==> config.mk <==
export PLATFORM = sky130hd
export DESIGN_NAME = regfile_sequencer_flat
export DESIGN_NICKNAME = d
export VERILOG_FILES = /design/src/rtl/regfile_seq_pkg.sv /design/src/rtl/regfile_sequencer_if.sv /design/src/rtl/regfile_sequencer_alu.sv /design/src/rtl/regfile_sequencer.sv /design/src/flat_wrapper.sv
export SDC_FILE = /design/constraint.sdc
export NUM_CORES = 1
export LEC_CHECK = 0
export BUFFER_PORTS_ARGS = -buffer_cell sky130_fd_sc_hd__buf_2
export CORE_ASPECT_RATIO = 0.6
export CORE_MARGIN = 5
export CORE_UTILIZATION = 30
export CTS_CLUSTER_DIAMETER = 200
export CTS_CLUSTER_SIZE = 24
export DETAILED_ROUTE_END_ITERATION = 10
export GPL_TIMING_DRIVEN = 0
export PLACE_DENSITY = 0.47
export SLEW_MARGIN = 20
export SYNTH_ARGS = -nofsm -noshare
export SYNTH_HDL_FRONTEND = slang
export SYNTH_HIERARCHICAL = 1
export SYNTH_SLANG_ARGS = --single-unit
==> constraint.sdc <==
create_clock -name clk -period 3.7 [get_ports clk]
set_input_delay 0.185 -clock clk [delete_from_list [all_inputs] [get_ports clk]]
set_output_delay 0.185 -clock clk [all_outputs]
set_load 0.01 [all_outputs]
==> src/rtl/regfile_seq_pkg.sv <==
// Shared definitions for the register-file sequencer.
//   DW_DEF / AW_DEF : default data and register-address widths
//   op_e            : micro-op encoding (3 bits)
//   state_e         : sequencer FSM states
package regfile_seq_pkg;

    localparam int DW_DEF = 8;
    localparam int AW_DEF = 2;

    typedef enum logic [2:0] {
        OP_MOV = 3'b000,
        OP_ADD = 3'b001,
        OP_SUB = 3'b010,
        OP_AND = 3'b011,
        OP_OR  = 3'b100,
        OP_XOR = 3'b101,
        OP_SHL = 3'b110,
        OP_CMP = 3'b111
    } op_e;

    typedef enum logic [1:0] {
        ST_IDLE  = 2'd0,
        ST_READ  = 2'd1,
        ST_EXEC  = 2'd2,
        ST_WRITE = 2'd3
    } state_e;

endpackage

==> src/rtl/regfile_sequencer_if.sv <==
// Micro-op handshake between the instruction/control source and the sequencer.
//   in_valid : micro-op present (source -> sequencer)
//   in_ready : sequencer idle, micro-op accepted on an edge where both are high
//   op       : operation code
//   rd       : destination register
//   rs1, rs2 : source registers
//   imm      : immediate for MOV
// Modports: master = instruction source, slave = sequencer.
interface regfile_sequencer_if
    import regfile_seq_pkg::*;
#(
    parameter int DW = DW_DEF,
    parameter int AW = AW_DEF
);
    logic          in_valid;
    logic          in_ready;
    logic [2:0]    op;
    logic [AW-1:0] rd;
    logic [AW-1:0] rs1;
    logic [AW-1:0] rs2;
    logic [DW-1:0] imm;

    modport master (
        output in_valid, op, rd, rs1, rs2, imm,
        input  in_ready
    );

    modport slave (
        input  in_valid, op, rd, rs1, rs2, imm,
        output in_ready
    );
endinterface

==> src/rtl/regfile_sequencer_alu.sv <==
// seq_alu: purely combinational ALU of the sequencer.
//   op     : operation (op_e)
//   a, b   : operands read from the register file
//   imm    : immediate, used by MOV only
//   result : DW-bit result, wraps modulo 2**DW
//   carry  : carry out (ADD), borrow (SUB/CMP), shifted-out bit (SHL), else 0
//   zero   : result == 0
module seq_alu
    import regfile_seq_pkg::*;
#(
    parameter int DW = DW_DEF
) (
    input  op_e           op,
    input  logic [DW-1:0] a,
    input  logic [DW-1:0] b,
    input  logic [DW-1:0] imm,
    output logic [DW-1:0] result,
    output logic          carry,
    output logic          zero
);

    // One bit wider than the operands so the top bit is the carry, or the
    // borrow for a subtraction (it is set exactly when a < b unsigned).
    logic [DW:0] ext;

    always_comb begin
        ext    = '0;
        result = '0;
        carry  = 1'b0;
        case (op)
            OP_MOV: result = imm;
            OP_ADD: begin
                ext    = {1'b0, a} + {1'b0, b};
                result = ext[DW-1:0];
                carry  = ext[DW];
            end
            OP_SUB, OP_CMP: begin
                ext    = {1'b0, a} - {1'b0, b};
                result = ext[DW-1:0];
                carry  = ext[DW];
            end
            OP_AND: result = a & b;
            OP_OR:  result = a | b;
            OP_XOR: result = a ^ b;
            OP_SHL: begin
                result = {a[DW-2:0], 1'b0};
                carry  = a[DW-1];
            end
            default: begin
                result = '0;
                carry  = 1'b0;
            end
        endcase
    end

    assign zero = (result == '0);

endmodule

==> src/rtl/regfile_sequencer.sv <==
// regfile_sequencer: initiator for a 4 x 8-bit register file.
// Accepts one micro-op per handshake, reads two operands, computes an ALU
// result and writes it back, taking four cycles per op
// (IDLE -> READ -> EXEC -> WRITE).
//   clk, reset     : clock, asynchronous active-high reset
//   uop            : micro-op handshake (slave side)
//   ra1, ra2       : read addresses, hold the captured rs1/rs2
//   rd1, rd2       : read data, combinational from ra1/ra2
//   ra3, wd3       : write address/data, held between writes
//   we3_n          : active-low write enable, low only in WRITE (never for CMP)
//   result, flags  : last computed result, zero and carry/borrow flags
//   done           : one-cycle pulse in the cycle after WRITE
//   busy           : ~in_ready
module regfile_sequencer
    import regfile_seq_pkg::*;
#(
    parameter int DW = DW_DEF,
    parameter int AW = AW_DEF
) (
    input  logic                 clk,
    input  logic                 reset,
    regfile_sequencer_if.slave   uop,
    output logic [AW-1:0]        ra1,
    output logic [AW-1:0]        ra2,
    input  logic [DW-1:0]        rd1,
    input  logic [DW-1:0]        rd2,
    output logic [AW-1:0]        ra3,
    output logic [DW-1:0]        wd3,
    output logic                 we3_n,
    output logic [DW-1:0]        result,
    output logic                 flag_z,
    output logic                 flag_c,
    output logic                 done,
    output logic                 busy
);

    state_e        state_reg, state_next;

    op_e           op_reg;
    logic [AW-1:0] rd_reg;
    logic [AW-1:0] ra1_reg;
    logic [AW-1:0] ra2_reg;
    logic [DW-1:0] imm_reg;
    logic [DW-1:0] opa_reg;
    logic [DW-1:0] opb_reg;
    logic [DW-1:0] result_reg;
    logic          flag_z_reg;
    logic          flag_c_reg;
    logic [AW-1:0] ra3_reg;
    logic [DW-1:0] wd3_reg;
    logic          done_reg;

    logic          in_ready_c;
    logic          we3_n_c;

    logic [DW-1:0] alu_result;
    logic          alu_carry;
    logic          alu_zero;

    seq_alu #(.DW(DW)) u_alu (
        .op     (op_reg),
        .a      (opa_reg),
        .b      (opb_reg),
        .imm    (imm_reg),
        .result (alu_result),
        .carry  (alu_carry),
        .zero   (alu_zero)
    );

    // State register
    always_ff @(posedge clk or posedge reset) begin
        if (reset) begin
            state_reg <= ST_IDLE;
        end else begin
            state_reg <= state_next;
        end
    end

    // Next-state logic
    always_comb begin
        state_next = state_reg;
        case (state_reg)
            ST_IDLE:  if (uop.in_valid) state_next = ST_READ;
            ST_READ:  state_next = ST_EXEC;
            ST_EXEC:  state_next = ST_WRITE;
            ST_WRITE: state_next = ST_IDLE;
            default:  state_next = ST_IDLE;
        endcase
    end

    // Output logic
    always_comb begin
        in_ready_c = (state_reg == ST_IDLE);
        we3_n_c    = 1'b1;
        if (state_reg == ST_WRITE && op_reg != OP_CMP) begin
            we3_n_c = 1'b0;
        end
    end

    // Datapath registers. A reset clears every captured field, so an op
    // interrupted by reset leaves no trace.
    always_ff @(posedge clk or posedge reset) begin
        if (reset) begin
            op_reg     <= OP_MOV;
            rd_reg     <= '0;
            ra1_reg    <= '0;
            ra2_reg    <= '0;
            imm_reg    <= '0;
            opa_reg    <= '0;
            opb_reg    <= '0;
            result_reg <= '0;
            flag_z_reg <= 1'b0;
            flag_c_reg <= 1'b0;
            ra3_reg    <= '0;
            wd3_reg    <= '0;
            done_reg   <= 1'b0;
        end else begin
            done_reg <= (state_reg == ST_WRITE);
            case (state_reg)
                ST_IDLE: begin
                    if (uop.in_valid) begin
                        op_reg  <= op_e'(uop.op);
                        rd_reg  <= uop.rd;
                        ra1_reg <= uop.rs1;
                        ra2_reg <= uop.rs2;
                        imm_reg <= uop.imm;
                    end
                end
                ST_READ: begin
                    opa_reg <= rd1;
                    opb_reg <= rd2;
                end
                ST_EXEC: begin
                    result_reg <= alu_result;
                    flag_z_reg <= alu_zero;
                    flag_c_reg <= alu_carry;
                    // Write address/data move only for ops that write, so a
                    // CMP leaves the previous write-port values in place.
                    if (op_reg != OP_CMP) begin
                        ra3_reg <= rd_reg;
                        wd3_reg <= alu_result;
                    end
                end
                default: ;
            endcase
        end
    end

    assign uop.in_ready = in_ready_c;
    assign busy         = ~in_ready_c;
    assign we3_n        = we3_n_c;
    assign ra1          = ra1_reg;
    assign ra2          = ra2_reg;
    assign ra3          = ra3_reg;
    assign wd3          = wd3_reg;
    assign result       = result_reg;
    assign flag_z       = flag_z_reg;
    assign flag_c       = flag_c_reg;
    assign done         = done_reg;

endmodule

==> src/flat_wrapper.sv <==
// flat-port wrapper written by rule: the top's interface ports become plain ports
module regfile_sequencer_flat import regfile_seq_pkg::*;
#(
    parameter int DW = DW_DEF,
    parameter int AW = AW_DEF
)
  (clk, reset, ra1, ra2, rd1, rd2, ra3, wd3, we3_n, result, flag_z, flag_c, done, busy, uop_in_valid, uop_op, uop_rd, uop_rs1, uop_rs2, uop_imm, uop_in_ready);
  regfile_sequencer_if #(.DW(DW), .AW(AW)) uop_i ();
  input  logic clk;
  input  logic reset;
  output logic [AW-1:0] ra1;
  output logic [AW-1:0] ra2;
  input  logic [DW-1:0] rd1;
  input  logic [DW-1:0] rd2;
  output logic [AW-1:0] ra3;
  output logic [DW-1:0] wd3;
  output logic we3_n;
  output logic [DW-1:0] result;
  output logic flag_z;
  output logic flag_c;
  output logic done;
  output logic busy;
  input wire logic [$bits(uop_i.in_valid)-1:0] uop_in_valid;
  input wire logic [$bits(uop_i.op)-1:0] uop_op;
  input wire logic [$bits(uop_i.rd)-1:0] uop_rd;
  input wire logic [$bits(uop_i.rs1)-1:0] uop_rs1;
  input wire logic [$bits(uop_i.rs2)-1:0] uop_rs2;
  input wire logic [$bits(uop_i.imm)-1:0] uop_imm;
  output wire logic [$bits(uop_i.in_ready)-1:0] uop_in_ready;
  assign uop_i.in_valid = uop_in_valid;
  assign uop_i.op = uop_op;
  assign uop_i.rd = uop_rd;
  assign uop_i.rs1 = uop_rs1;
  assign uop_i.rs2 = uop_rs2;
  assign uop_i.imm = uop_imm;
  assign uop_in_ready = uop_i.in_ready;
  regfile_sequencer #(.DW(DW), .AW(AW)) u_core (.clk(clk), .reset(reset), .uop(uop_i), .ra1(ra1), .ra2(ra2), .rd1(rd1), .rd2(rd2), .ra3(ra3), .wd3(wd3), .we3_n(we3_n), .result(result), .flag_z(flag_z), .flag_c(flag_c), .done(done), .busy(busy));
endmodule
# After elaboration in Yosys (flattened, before gate mapping)
# Index checks and enable logic that the tools add are counted.
[totals]
reg_bits = 56
elab_cells = 44
out_inout_bits = 28
[op_classes]
n_reduce_logical = 7
mux = 5
addsub = 2
n_eq_ne = 12
n_bitwise = 4
[op_table]
columns = ["cell", "count"]
rows = [
  ["8-bit case mux with 7 select lines", 1],
  ["3-bit equality test, second input constant", 4],
  ["8-bit by 8-bit adder with 9-bit output", 1],
  ["8-bit by 8-bit subtractor with 9-bit output", 1],
  ["8-bit bitwise AND", 1],
  ["8-bit logical NOT", 1],
  ["8-bit OR", 1],
  ["2-bit case mux with 4 select lines", 1],
  ["8-bit bitwise XOR", 1],
  ["3-bit by 2-bit equality test with 1-bit output, second input constant", 2],
  ["2-bit equality test, second input constant", 2],
  ["2-bit AND reduction", 2],
  ["3-bit by 1-bit equality test with 1-bit output, second input constant", 1],
  ["3-bit logical NOT", 1],
  ["3-bit != test, second input constant", 1],
  ["1-bit case mux with 3 select lines", 1],
  ["2-bit by 1-bit equality test with 1-bit output, second input constant", 1],
  ["2-bit logical NOT", 1],
  ["2-bit 2-to-1 mux", 1],
  ["2-bit != test, second input constant", 1],
  ["2-bit OR reduction", 1],
  ["1-bit logical AND", 1],
  ["1-bit 2-to-1 mux", 1],
  ["1-bit inverter", 1],
]

# Logic depth before layout (Yosys ltp)
# Gate-level depths: netlist (run 1).
[depth]
word_depth = 4
ltp_mapped = 10
mapped_depth_nobuf = 10

# Modules after synthesis
# Netlist (run 1), hierarchy kept.
[by_module_without_submodules]
columns = ["module", "cells_per_inst", "seq_area_each_um2", "instances", "area_per_inst_um2"]
rows = [
  ["regfile_sequencer", 173, 1401.3, 1, 2280.9],
  ["seq_alu", 207, 0.0, 1, 1530.2],
]

# Worst setup path before layout (run 1)
# OpenSTA, ideal clock, no wires.
[synth_timing]
path_type = "flip-flop to flip-flop"
start = "register u_core.opa_reg[0]"
end = "register u_core.flag_z_reg (netlist: u_core/flag_z)"
path_buffers = 0
path_stages_with_launch = 11
required_ns = 3.635
arrival_time_ns = 2.396
path_slack_ns = 1.240
cell_sequence = "dfrtp_1 -> inv_1 -> ha_1 -> fa_1 -> nor3_4 -> o31ai_2 -> and3_1 -> o32ai_1 -> o2111ai_1 -> nor4b_4 -> mux2_2"
[synth_between]
elab_chain_len = 3
elab_cells_between_ends = 7
[synth_lines]
columns = ["item", "line_no", "rtl"]
rows = [
  ["from (decl)", "regfile_sequencer.sv:44", "logic [DW-1:0] opa_reg;"],
  ["from (signal assigned)", "regfile_sequencer.sv:130", "opa_reg <= rd1;"],
  ["8-bit by 8-bit subtractor with 9-bit output, or another cell as far along", "regfile_sequencer_alu.sv:38", "ext = {1'b0, a} - {1'b0, b};"],
  ["8-bit case mux with 7 select lines (*)", "regfile_sequencer_alu.sv:30", "case (op)"],
  ["8-bit logical NOT (*)", "regfile_sequencer_alu.sv:56", "assign zero = (result == '0);"],
  ["named net u_core.alu_zero", "regfile_sequencer.sv:58", "logic alu_zero;"],
  ["to (signal assigned)", "regfile_sequencer.sv:135", "flag_z_reg <= alu_zero;"],
  ["to (decl)", "regfile_sequencer.sv:47", "logic flag_z_reg;"],
]
# Mark *: on every way through the listed nets, which the timed path passes. The rest lies on a longest branch.
# A chain may end at the register's enable or synchronous reset.

# Worst setup path after layout (run 1)
# Same ends and word-level chain as after synthesis.

==> key figures, run 1 <==
Setup path
  • Startpoint Class: flip-flop
  • Cells along the critical path: inv_1 -> ha_1 -> fa_1 -> nor3_4 -> o31ai_2 -> and3_1 -> o32ai_1 -> o2111ai_1 -> nor4b_4 -> mux2_2
  • Critical setup path kind: reg -> reg
  • Reg-to-Reg End: u_core/flag_z
  • Critical path's top delay family: compound AO/OA/AOI/OAI gates
  • CP endpoint kind: flip-flop
  • Worst EP arrival: 3.34 ns
  • Max incr delay on CP: 0.57 ns
  • CP Max Fanout: 4
  • FF-to-FF Start: u_core/opa_reg[0]
  • FF-to-FF setup slack: 0.61 ns
  • CP bufs+invs: 1
  • Slowest-stage cell, CP: o32ai_1
  • Reg2Reg Depth: 10
  • Critical Path RT: 3.95 ns

Global route
  • First-pass GRT wire length: 17.5 mm
  • Grt total ovfl: 0
  • Largest net degree at the start of global routing: 34
  • Vias in the first global route: 3252
  • Total Routing Usage GR: 0.144
  • Initial antenna violation count: 0

Timing
  • Fin crit share: 0.835
  • Final setup viols: 0
  • Max-slew violations: 0
  • Total Neg Setup Slack: 0 ns
  • Slew @ Worst Pin: 0.752 ns
  • RSZ-0062 raised after global routing: no
  • Relative slew slack: 0.492
  • Min Clock Period, post-route: 3.09 ns
  • Final hold vios: 0
  • Max Freq: 324 MHz
  • Skew final: 0.00591 ns
  • Fin Hold WS: 0.108 ns

Placed design
  • Cell count after placement: 609
  • DP Wirelength: 8.66 mm
  • I/O Buffers: 63
  • Gpl congestion: 0.839

Route
  • Overall routed net length: 10.8 mm
  • Drt drc: 0
  • WL/cell: 17.4 µm
  • Antenna-violating nets left: 0
  • Initial DRC Count: 244
  • DR vias: 3167
  • TritonRoute pass-1 iters: 5
  • Vias per std cell: 5.12

Layout
  • Fill cells: 1297
  • Area Overhead vs Synth: 19.1%
  • Layout Cells excl Fill: 619
  • Final nets: 520
  • Share of layout cells above drive strength 1: 0.322

Logic synthesis
  • Unique masters post-synth: 67
  • Seq cells post-synth: 56
  • Syn Area/Cell: 10.0 µm²
  • Syn Inst Count: 380
  • Synth Warn #: 6
  • Main synth FF type: dfrtp_1
  • Post-synth EDFFs: 0
  • Async set-reset flop share out of synthesis: 1.00
  • Mapped Nets: 448
  • Seq/Total Area, Yosys: 0.368
  • Synthesized area: 3810 µm²

Clock tree
  • CTS tree: done
  • Total CTS buffers: 5
  • H-Tree Depth: 2
  • Clk sinks: 56
  • CTS clk-pin slew, worst paths: 0.08 ns
  • Root buffer cell: clkbuf_16
  • Max Root-Sink Buffers: 2
  • Post CTS Setup Buffer Count: 0
  • CTS Hold Buffers Added: 1
  • Post-cts sizing count: 0
  • Clock Latency Late Sink: 0.30 ns

Die
  • Row count: 31
  • Starting density of the core: 0.311
  • Core Area: 12300 µm²
  • Die Width: 156 µm
  • Die area: 15100 µm²
  • Chip height: 97.3 µm
  • I/O pins: 64

Power
  • Pleak: 2.10 nW
  • Pwr Total: 0.00506 W
  • Flop pwr share: 0.237
  • Switching share of power: 0.475
  • Psw: 0.00240 W
  • Comb power frac: 0.651
  • Pwr dens: 1110 nW/µm²
  • VDD IR max: 0.000305 V
  • Pint: 0.00266 W
  • Clk pwr share: 0.112

Job
  • Max Cap Viol: 0

Min path
  • Worst min-delay path startpoint: rd2[3]
  • Worst min-delay path endpoint: u_core/opb_reg[3]
  • WHS Path Cells: 2
  • Hold/Removal Path Class: in -> reg

Run status
  • Status: completed
## power groups by stage
stage	sequential [W]	clock, W	combinational, W
floorplan	0.00120	0	0.00235
global placement	0.00120	0	0.00322
detailed placement	0.00122	0	0.00326
CTS	0.00121	0.000587	0.00327
global route	0.00126	0.000614	0.00362
finish	0.00120	0.000564	0.00329
## placed cells by master, fill, tap and decap left out, types with 2 or more instances in the layout
| master | instances |
|---|---|
| clkbuf_16 | 5 |
| fa_1 | 2 |
| nor3_1 | 3 |
| o2111ai_1 | 2 |
| ha_1 | 30 |
| mux2i_1 | 4 |
| nor2_1 | 16 |
| a21o_2 | 2 |
| nand2_1 | 16 |
| inv_1 | 36 |
| o21ai_1 | 2 |
| a21oi_1 | 22 |
| xnor2_1 | 2 |
| mux2_2 | 36 |
| nor4_1 | 3 |
| nand2b_1 | 13 |
| a31oi_1 | 4 |
| dfrtp_1 | 56 |
| o31a_1 | 3 |
| or3_1 | 5 |
| a211o_1 | 3 |
| clkbuf_1 | 6 |
| nand3_1 | 3 |
| buf_4 | 2 |
| o21ai_0 | 21 |
| and3_1 | 3 |
| a311oi_1 | 5 |
| buf_6 | 5 |
| nand4_1 | 12 |
| buf_2 | 72 |
| a22oi_1 | 3 |
| o211ai_1 | 10 |
| nor2b_1 | 3 |
| o21bai_1 | 3 |
## layout make-up
cell class                      instances  area, µm²  share of cell area
Antenna cell                            1       2.50            0.000551
Buffer                                 23        153              0.0336
Clock buffer                            5        125              0.0276
Clock inverter                          3       46.3              0.0102
Inverter                               37        141              0.0311
Multi-Input combinational cell        264       2120               0.467
Sequential cell                        56       1400               0.309
Tap cell                              165        206              0.0455
Timing Repair Buffer                   65        345              0.0761
## through the flow
step,util,setup slack (ns),cell area [µm²]
final,0.370,0.610,4540
after global routing,0.370,0.482,4540
after CTS,0.370,0.643,4540
after detailed placement,0.355,0.665,4360
after global placement,0.354,0.690,4330
after floorplan,-,1.24,3810
## worst max-delay path by stage
stage	from	end	depth (start not counted)
4_1_cts	u_core/opa_reg[0]	u_core/flag_z	10
3_3_place_gp	u_core/opa_reg[0]	u_core/flag_z	10
6_report	u_core/opa_reg[0]	u_core/flag_z	10
5_1_grt	u_core/opa_reg[0]	u_core/flag_z	10
3_5_place_dp	u_core/opa_reg[0]	u_core/flag_z	10
2_1_floorplan	u_core/opa_reg[0]	u_core/flag_z	10
## cell families (layout without fill, tap and decap cells)
family | count (synthesis) | after routing | share of synthesized area
AO/OA/AOI/OAI | 98 | 98 | 0.178
flip-flops | 56 | 56 | 0.368
adder cells (fa/ha/maj) | 32 | 32 | 0.109
buffers and inverters | 60 | 133 | 0.0765
multiplexers | 41 | 41 | 0.120
AND/OR/NAND/NOR | 90 | 90 | 0.142
other | 0 | 1 | 0
XOR/XNOR | 3 | 3 | 0.00690
## worst reg2reg max path, delay by kind of cell (launching register included)
family	cells	cell delay, ns
AOI/OAI and AO/OA	3	0.99
adders and majority gates	2	0.69
and+or+nand+nor	3	0.69
DFF	1	0.40
muxes	1	0.18
buffers and inverters	1	0.08
## per-layer routing
layer / share of wire / track usage / routed length [µm]
met3: 0.070 / 0.0343 / 758
met4: 0.0071 / 0.0182 / 77
met1: 0.56 / 0.239 / 6090
met5: 0 / 0 / 0
met2: 0.36 / 0.186 / 3880
## Yosys cell counts, types with 3 or more instances
library cell	instances	area (µm²)
mux2i_1	4	40.0
nand3_1	3	15.0
or3_1	5	31.3
o31a_1	3	26.3
nor2_1	16	60.1
buf_2	9	45.0
o21bai_1	3	22.5
nor3_1	3	15.0
nor2b_1	3	18.8
a21oi_1	22	110
nand2_1	16	60.1
buf_6	5	56.3
and3_1	3	18.8
mux2_2	36	405
inv_1	37	139
nor4_1	3	18.8
a31oi_1	4	25.0
o211ai_1	10	75.1
nand2b_1	13	81.3
dfrtp_1	56	1400
nand4_1	12	75.1
o21ai_0	21	105
clkbuf_1	6	22.5
ha_1	30	375
a22oi_1	3	22.5
a311oi_1	5	43.8
a211o_1	3	26.3
Note: power is estimated with default switching activity, not from simulation.
==> run 2, diff against run 1 <==
--- a/config.mk
+++ b/config.mk
@@ -13,7 +13,7 @@
 export CTS_CLUSTER_SIZE = 24
 export DETAILED_ROUTE_END_ITERATION = 10
 export GPL_TIMING_DRIVEN = 0
-export PLACE_DENSITY = 0.47
+export PLACE_DENSITY = 0.49
 export SLEW_MARGIN = 20
 export SYNTH_ARGS = -nofsm -noshare
 export SYNTH_HDL_FRONTEND = slang
==> constraint.sdc (replaced) <==
create_clock -name clk -period 2.8 [get_ports clk]
set_input_delay 0.14 -clock clk [delete_from_list [all_inputs] [get_ports clk]]
set_output_delay 0.14 -clock clk [all_outputs]
set_load 0.01 [all_outputs]
==> run 2 against run 1 <==
Effect of this change: final cell count rose by 0.32%; global-route usage shrank 0.57 points; core utilization rose by 0.75 points; critical path depth is the same; non-clock buffer count is 2 higher; sequential share of layout area fell by 0.58 points; sequential power up 33%; die area unchanged; maximum frequency is 15% higher; first-iteration DRC count shrank 15%; combinational power is 38% higher; clock power is 36% higher.
==> key figures, run 2 (same netlist as run 1, synthesis figures left out) <==
Run status
  • Status: completed

Route
  • Vias per std cell: 5.08
  • Antenna-violating nets left: 0
  • TritonRoute pass-1 iters: 5
  • Overall routed net length: 10.5 mm
  • WL/cell: 16.9 µm
  • DR vias: 3152
  • Initial DRC Count: 207
  • Drt drc: 0

Placed design
  • Pre-CTS WS: -0.192 ns
  • DP Wirelength: 8.54 mm
  • I/O Buffers: 63
  • Gpl congestion: 0.837
  • DP Area: 4360 µm²

Setup path
  • CP bufs+invs: 2
  • Cells along the critical path: inv_1 -> ha_1 -> buf_6 -> nor3_4 -> o31a_1 -> o21ai_0 -> a31oi_1 -> nor4_1 -> nor4b_4 -> mux2_2
  • CP Max Fanout: 10
  • Max incr delay on CP: 0.50 ns
  • Worst EP arrival: 2.91 ns
  • FF-to-FF setup slack: 0.12 ns
  • CP endpoint kind: flip-flop
  • Critical path's top delay family: simple AND/OR/NAND/NOR gates
  • Critical Path RT: 3.04 ns
  • Startpoint Class: flip-flop
  • Reg2Reg Depth: 10
  • Slowest-stage cell, CP: dfrtp_1
  • FF-to-FF Start: u_core/opa_reg[3]
  • Critical setup path kind: reg -> reg
  • Reg-to-Reg End: u_core/flag_z

Timing
  • Fin crit share: 0.956
  • Min Clock Period, post-route: 2.68 ns
  • Relative slew slack: 0.615
  • Total Neg Setup Slack: 0 ns
  • Max-slew violations: 0
  • Max Freq: 374 MHz
  • Setup WS post-layout: 0.123 ns
  • Final hold vios: 0
  • Skew final: 0.00534 ns
  • Final setup viols: 0
  • Slew @ Worst Pin: 0.577 ns
  • RSZ-0062 raised after global routing: no

Layout
  • Fill cells: 1276
  • FF+latch area: 1400 µm²
  • Finished layout cell area: 4630 µm²
  • Area Overhead vs Synth: 21.5%
  • Share of layout cells above drive strength 1: 0.343
  • Commonest cells after routing, fill and taps aside: 72 x buf_2, 55 x dfrtp_1, 36 x inv_1, 36 x mux2_2, 30 x ha_1
  • Post-layout util: 0.378
  • Final nets: 522
  • Commonest non-fill, non-tap cell in the layout: buf_2
  • Multi-input combinational cell area: 2180 µm²

Die
  • Die Width: 156 µm
  • Core Area: 12300 µm²
  • Die area: 15100 µm²
  • I/O pins: 64
  • Chip height: 97.3 µm
  • Row count: 31
  • Starting density of the core: 0.311

Global route
  • Vias in the first global route: 3159
  • Initial antenna violation count: 0
  • Grt total ovfl: 0
  • Total Routing Usage GR: 0.138
  • First-pass GRT wire length: 16.7 mm
  • Largest net degree at the start of global routing: 40

Clock tree
  • CTS clk-pin slew, worst paths: 0.07 ns
  • H-Tree Depth: 2
  • Root buffer cell: clkbuf_16
  • Clock Latency Late Sink: 0.30 ns
  • Max Root-Sink Buffers: 2
  • Clk sinks: 56
  • CTS tree: done
  • Total CTS buffers: 5

Min path
  • Worst min-delay path endpoint: u_core/opb_reg[6]
  • Worst min-delay path startpoint: rd2[6]
  • Hold/Removal Path Class: in -> reg
  • WHS Path Cells: 2

Power
  • Pleak: 2.13 nW
  • Pwr dens: 1490 nW/µm²
  • VDD IR max: 0.000427 V
  • Pwr Total: 0.00689 W

Job
  • Max Cap Viol: 0
run 2: worst max path at each step:
stage,from,to,slack (ns),cells past startpoint
after floorplan,u_core/opa_reg[0],u_core/flag_z,0.34,10
after CTS,u_core/opa_reg[0],u_core/flag_z,0.02,10
after global routing,u_core/opa_reg[0],u_core/flag_z,0.01,10
after detailed placement,u_core/opa_reg[0],u_core/flag_z,-0.19,10
after global placement,u_core/opa_reg[0],u_core/flag_z,-0.23,10
final,u_core/opa_reg[3],u_core/flag_z,0.12,10
run 2: where the power goes:
group | total (W) | internal [W] | switching (W)
Sequential | 0.00159 | 0.00123 | 0.000360
Clock | 0.000765 | 0.000472 | 0.000293
Combinational | 0.00453 | 0.00197 | 0.00256
Total | 0.00689 | 0.00368 | 0.00321
run 2: area by class of cell:
type,instances,share of cell area
sequential,56,0.303
multi-input combinational,264,0.471
timing repair buffer,67,0.0778
tap,165,0.0446
inverter,37,0.0305
clock buffer,7,0.0330
antenna,1,0.000540
buffer,23,0.0330
clock inverter,1,0.00648
run 2: routing by layer:
| layer | share of wire | vias up | global-route usage |
|---|---|---|---|
| met4 | 0.0013 | 0 | 0.0155 |
| met3 | 0.086 | 4 | 0.0441 |
| li1 | - | 1511 | - |
| met5 | 0 | - | 0 |
| met1 | 0.54 | 1517 | 0.224 |
| met2 | 0.38 | 120 | 0.179 |
run 2: timing repair:
item / in CTS / in global routing
setup endpoints to repair: 3 / 3
buffers inserted: 0 / 2
cloned: 0 / 0
pin swaps: 0 / 1
hold buffers: 1 / 0
gates resized for setup: 4 / 8
hold endpoints to repair: 17 / 0
run 2: metrics by stage:
stage	instances	hold slack [ns]
floorplan	380	0.290
global placement	608	0.373
detailed placement	609	0.105
CTS	618	0.0612
global route	620	0.0627
finish	621	0.0679
